### src/rtl/scale_arbiter.sv
// Shares one scale unit between two requesters: round-robin issue on the way in,
// tag-queue steering of results back to the requester's own destination.
module scale_arbiter #(
  parameter int TAG_DEPTH = 8
) (
  input  logic               clock,
  input  logic               reset,
  input  logic signed [31:0] r0_x [2:0],
  input  logic signed [31:0] r0_a,
  input  logic               r0_empty,
  output logic               r0_rd_en,
  input  logic signed [31:0] r1_x [2:0],
  input  logic signed [31:0] r1_a,
  input  logic               r1_empty,
  output logic               r1_rd_en,
  output logic signed [31:0] s_x [2:0],
  output logic signed [31:0] s_a,
  output logic               s_empty,
  input  logic               s_rd_en,
  input  logic signed [31:0] s_out [2:0],
  input  logic               s_out_empty,
  output logic               s_out_rd_en,
  output logic signed [31:0] o0_dout [2:0],
  output logic               o0_wr_en,
  input  logic               o0_full,
  output logic signed [31:0] o1_dout [2:0],
  output logic               o1_wr_en,
  input  logic               o1_full
);

  localparam int PW = $clog2(TAG_DEPTH);

  typedef enum logic {IDLE, PRESENT} state_t;

  state_t      state;
  logic        grant;
  logic        last_served;
  logic        tag_mem [TAG_DEPTH];
  logic [PW-1:0] wr_ptr;
  logic [PW-1:0] rd_ptr;
  logic [PW:0]   tag_count;

  logic tag_full;
  logic tag_empty;
  logic present;
  logic issue;
  logic head_tag;
  logic head_full;
  logic ret;

  // Strobes are gated by reset so nothing pops or writes in a reset cycle.
  always_comb begin
    tag_full  = (tag_count == (PW+1)'(TAG_DEPTH));
    tag_empty = (tag_count == '0);
    present   = reset && (state == PRESENT);
    issue     = present && s_rd_en;
    head_tag  = tag_mem[rd_ptr];
    head_full = head_tag ? o1_full : o0_full;
    ret       = reset && !s_out_empty && !tag_empty && !head_full;
  end

  always_comb begin
    s_empty = !present;
    s_a     = '0;
    for (int i = 0; i < 3; i++) begin
      s_x[i]     = '0;
      o0_dout[i] = s_out[i];
      o1_dout[i] = s_out[i];
    end
    if (present) begin
      s_a = grant ? r1_a : r0_a;
      for (int i = 0; i < 3; i++) begin
        s_x[i] = grant ? r1_x[i] : r0_x[i];
      end
    end
    r0_rd_en    = issue && !grant;
    r1_rd_en    = issue && grant;
    s_out_rd_en = ret;
    o0_wr_en    = ret && !head_tag;
    o1_wr_en    = ret && head_tag;
  end

  always_ff @(posedge clock) begin
    if (!reset) begin
      state       <= IDLE;
      grant       <= 1'b0;
      last_served <= 1'b1;
      wr_ptr      <= '0;
      rd_ptr      <= '0;
      tag_count   <= '0;
    end else begin
      case (state)
        IDLE: begin
          if (!tag_full && (!r0_empty || !r1_empty)) begin
            // With a single candidate, r0_empty doubles as "pick r1".
            grant <= (!r0_empty && !r1_empty) ? ~last_served : r0_empty;
            state <= PRESENT;
          end
        end
        PRESENT: begin
          if (s_rd_en) begin
            last_served <= grant;
            state       <= IDLE;
          end
        end
        default: state <= IDLE;
      endcase

      if (issue) begin
        tag_mem[wr_ptr] <= grant;
        wr_ptr          <= wr_ptr + 1'b1;
      end
      if (ret) begin
        rd_ptr <= rd_ptr + 1'b1;
      end
      case ({issue, ret})
        2'b10:   tag_count <= tag_count + 1'b1;
        2'b01:   tag_count <= tag_count - 1'b1;
        default: tag_count <= tag_count;
      endcase
    end
  end

endmodule

### config.mk
export PLATFORM = sky130hd
export DESIGN_NAME = scale_arbiter
export DESIGN_NICKNAME = d
export VERILOG_FILES = /design/src/rtl/scale_arbiter.sv
export SDC_FILE = /design/constraint.sdc
export NUM_CORES = 1
export LEC_CHECK = 0
export ABC_AREA = 0
export CAP_MARGIN = 20
export CELL_PAD_IN_SITES_DETAIL_PLACEMENT = 1
export CELL_PAD_IN_SITES_GLOBAL_PLACEMENT = 2
export CORE_AREA = 2 2 268 270
export DETAILED_ROUTE_END_ITERATION = 12
export DIE_AREA = 0 0 270 272
export DONT_BUFFER_PORTS = 1
export GPL_ROUTABILITY_DRIVEN = 0
export PLACE_DENSITY_LB_ADDON = 0.1
export SYNTH_ARGS = -nofsm -noshare
export SYNTH_HDL_FRONTEND = slang
export SYNTH_SLANG_ARGS = --single-unit
### constraint.sdc
create_clock -name clock -period 4.2 [get_ports clock]
set_clock_uncertainty 0.15 [all_clocks]
set_input_delay 0.63 -clock clock [delete_from_list [all_inputs] [get_ports clock]]
set_output_delay 0.63 -clock clock [all_outputs]
set_load 0.05 [all_outputs]
# After elaboration in Yosys (flattened, before gate mapping)

Memory sizes are Yosys's and may differ from the RTL's. A register that Yosys moved wholly into a read port is not among the register bits.
Index checks and enable logic that the tools add are counted.

Memories kept: 1
Bits of input ports: 360
Word-level logic and storage cells: 58
Output and inout bits: 326
Bits in registers: 13
Memory bits (writable): 8

Mux-type cells: 17
Equal/unequal tests: 3
Bitwise logic cells: 2
$add $sub $neg: 4
Reduce and logical (&&, ||, !) cells: 25

Memory list:

| memory  | depth | bits a word | rd ports | clocked after Yosys merged registers in | write ports | RTL line | RTL |
|---|---|---|---|---|---|---|---|
| tag_mem | 8     | 1           | 1        | 1                                       | 1           | 38       | `logic tag_mem [TAG_DEPTH];` |

Operator list:

| kind                                                                  | count |
|---|---|
| 32-bit 2-to-1 mux                                                     | 5 |
| 96-bit 2-to-1 mux                                                     | 1 |
| 1-bit logical AND                                                     | 11 |
| 1-bit zero test                                                       | 9 |
| 4-bit case mux with 2 select lines                                    | 1 |
| 1-bit 2-to-1 mux                                                      | 7 |
| 3-bit by 1-bit adder with 3-bit output, second input constant         | 2 |
| 3-bit 2-to-1 mux                                                      | 2 |
| 4-bit by 1-bit adder with 4-bit output, second input constant         | 1 |
| 4-bit equality test, second input constant                            | 1 |
| 4-bit zero test                                                       | 1 |
| 2-bit AND reduction                                                   | 2 |
| 4-bit by 1-bit subtractor with 4-bit output, second input constant    | 1 |
| 2-bit by 1-bit equality test with 1-bit output, second input constant | 1 |
| 2-bit equality test, second input constant                            | 1 |
| 1-bit NOT                                                             | 2 |
| 1-bit case mux with 2 select lines                                    | 1 |
| 2-bit nonzero test                                                    | 1 |
| 1-bit logical OR                                                      | 1 |

# Logic depth before layout (Yosys ltp)

Depth in word-level cells: 6
Depth in mapped cells: 11
Depth with buffers taken out: 10

# Worst setup path after synthesis

OpenSTA, ideal clock, no wires.

Kind: reg-to-reg
Start: register with a tool-made name
End: register tag_count[2]
Data arrival time: 3.374 ns
Period minus slack after synthesis: 3.653 ns
Setup slack: 0.547 ns
Buffers on the path: 1
Setup time: 0.129 ns
Required time: 3.921 ns
Cell stages (with the launch flop): 12
Cell sequence: dfxtp_1 mux4_1 mux2i_4 mux2_4 nor2_1 ha_1 clkbuf_1 xor2_1 ha_1 and4b_1 o2bb2ai_1 nand4_1

RTL lines:

| item                 | RTL line | RTL |
|---|---|---|
| end signal, assigned | 117      | `2'b10: tag_count <= tag_count + 1'b1;` |
| end signal, assigned | 118      | `2'b01: tag_count <= tag_count - 1'b1;` |
| end signal, assigned | 119      | `default: tag_count <= tag_count;` |
| end, declared        | 41       | `logic [PW:0] tag_count;` |

==> summary.txt <==
Status
  – Outcome: complete, no violations

Worst setup path
  – Critical path class: reg2reg
  – Startpoint types: flop
  – Worst Path Max Fanout: 9
  – Critical path endpoint category: flop
  – Worst Path Required: 4.21 ns
  – Worst EP arrival: 3.39 ns
  – R2r setup slk: 0.82 ns

STA
  – WHS: 0.306 ns
  – Max Clk Rate: 296 MHz
  – Slew Viols, Final: 0
  – Rel. slew slack: 0.170
  – RSZ-0062 raised after global routing: no
  – Final setup viols: 0
  – Period minus WS final: 3.38 ns
  – Final hold vios: 0
  – Fin crit share: 0.805
  – Total negative slack: 0 ns
  – Worst-Margin Slew: 1.25 ns

Pwr
  – Sw frac: 0.452
  – Combinational share of power: 0.495
  – Internal power: 0.589 mW
  – Pwr/cell area: 228 nW/um2
  – Clk pwr share: 0.267
  – Psw: 0.486 mW
  – Peak VDD IR: 121 uV
  – P_leak: 1.47 nW
  – Flop pwr share: 0.237

Clocking
  – Post-CTS Hold Fix Bufs: 0
  – CTS Sinks: 24
  – Worst-Skew Late Latency: 0.27 ns
  – # Post-CTS Setup Buffers: 0
  – Reg clk slew, reported paths: 0.07 ns
  – CTS Buf Count: 3
  – Maximum root-to-sink buffer count: 2
  – Root Driver: clkbuf_16
  – Max H-tree Level: 1
  – Resize count post-CTS: 0
  – TritonCTS clock tree: yes

GRT
  – Global Route Usage Sum: 0.0456
  – Global-route wire length before repair: 25600 um
  – Largest net degree at the start of global routing: 139
  – GRT Residual Overflow: 0
  – Number of global-route vias before repair: 3809
  – Initial antenna violation count: 3

Yosys
  – Cell taking the most area after synthesis: buf_4
  – Yosys warns: 0
  – Ys flop type: dfxtp_1
  – Syn Area/Cell: 7.53 um2
  – Post-synth net total: 970
  – Synth Instances: 606
  – Top-area cell type share of the netlist area: 0.317
  – Most frequent cells after synthesis: buf_4, nor2_1, mux2i_1, clkbuf_1, dfxtp_1
  – Netlist cell types: 36
  – Top cells by area, synth: buf_4, mux2i_1, nor2_1
  – Top-count cell post-synth: buf_4
  – #FFs+latches synth: 24
  – Post-synth ARST share: 0
  – Register area share after synthesis: 0.123
  – Mapped cell area: 4570 um2
  – Post-synth EDFFs: 8

Floorplanning
  – # rows: 98
  – Initial Utilization: 0.0645
  – DIE HEIGHT: 272 um
  – Placeable Area: 70800 um2
  – Total die area: 73400 um2
  – Chip width: 270 um
  – # IOs: 686

Layout
  – Fin area: 4700 um2
  – Post-route core utilization: 0.0665
  – Layout area overhead: 3.04%
  – Fill count: 8549
  – Layout cells sized above 1: 0.142
  – Register area: 564 um2
  – Post-layout nets: 795
  – Multi-input gate area: 2430 um2

Hold path
  – Min-delay worst type: in2reg
  – Hold path startpoint: reset

Detailed routing
  – Drt initial violations: 88
  – Via count: 3395
  – 1st-pass router iterations: 4
  – ANT nets after route: 0
  – Post-Route WL: 18300 um
  – Wire per inst: 13.3 um
  – Drt drc: 0
  – Via density: 2.45

Placed design
  – Post-DP HPWL: 15500 um
  – Dpl cell area: 4590 um2
  – I/O Buffers: 0

Job
  – Max-cap violations: 0
[layout by cell type (no fill, tap or decap), types with 4 or more instances in the layout]
cell type / synthesis / layout
ha_1: 4 / 4
mux2i_1: 132 / 132
nand3_1: 4 / 4
buf_4: 193 / 45
nor2_1: 142 / 142
nand2_1: 12 / 11
o21ai_0: 4 / 4
nand2b_1: 5 / 5
nor3_1: 9 / 8
a21oi_1: 8 / 8
xor2_1: 4 / 4
dfxtp_1: 16 / 15
edfxtp_1: 8 / 8
[power by group through the flow]
stage | combinational [mW] | sequential, mW | clock (mW)
3_5_place_dp | 0.540 | 0.261 | 0
5_1_grt | 0.565 | 0.257 | 0.312
2_1_floorplan | 0.939 | 0.256 | 0
3_3_place_gp | 0.540 | 0.261 | 0
4_1_cts | 0.541 | 0.255 | 0.305
6_report | 0.532 | 0.255 | 0.287
[metrics by stage]
stage / instances / setup WS (ns) / power [mW]
floorplan: 606 / 0.547 / 1.19
global placement: 1376 / 0.774 / 0.801
detailed placement: 1376 / 0.770 / 0.800
CTS: 1380 / 0.771 / 1.10
global route: 1383 / 0.597 / 1.13
finish: 1383 / 0.820 / 1.07
[cell families after synthesis]
group / after synthesis / synth area share
muxes: 136 / 0.309
AOI/OAI and AO/OA: 21 / 0.0310
buffers and inverters: 230 / 0.348
adders and majority gates: 4 / 0.0110
DFF: 24 / 0.123
xor gates and xnor gates: 4 / 0.00767
and+or+nand+nor: 187 / 0.170
[cell type report]
| type | instances | share of cell area |
|---|---|---|
| Multi-Input combinational cell | 352 | 0.517 |
| Tap cell | 950 | 0.253 |
| Sequential cell | 24 | 0.120 |
| Timing Repair Buffer | 48 | 0.0846 |
| Clock buffer | 3 | 0.0160 |
| Clock inverter | 1 | 0.00638 |
| Inverter | 2 | 0.00160 |
| Antenna cell | 3 | 0.00160 |
[metal layers]
layer	up-vias	global-route usage	part of all wire
met5	-	0.0103	0.0049
met4	4	0.0137	0.021
met3	19	0.0259	0.13
met2	397	0.0827	0.52
met1	1513	0.0427	0.32
li1	1462	-	-
[worst max-delay path: stages, from the launching register on]
cell	delay (ns)
dfxtp_1	0.36
mux4_1	0.61
mux2i_4	0.26
mux2_4	0.37
nor2_1	0.10
buf_4	0.22
ha_1	0.37
xor2_1	0.18
ha_1	0.23
and4b_1	0.21
o2bb2ai_1	0.13
nand4_1	0.08
[final timing paths]
kind                  end  cells past startpoint
max reg2reg  tag_count[2]                     11
min reg2reg     rd_ptr[2]                      1
min           last_served                      1
max          tag_count[2]                     11
Note: power is estimated with default switching activity, not from simulation.
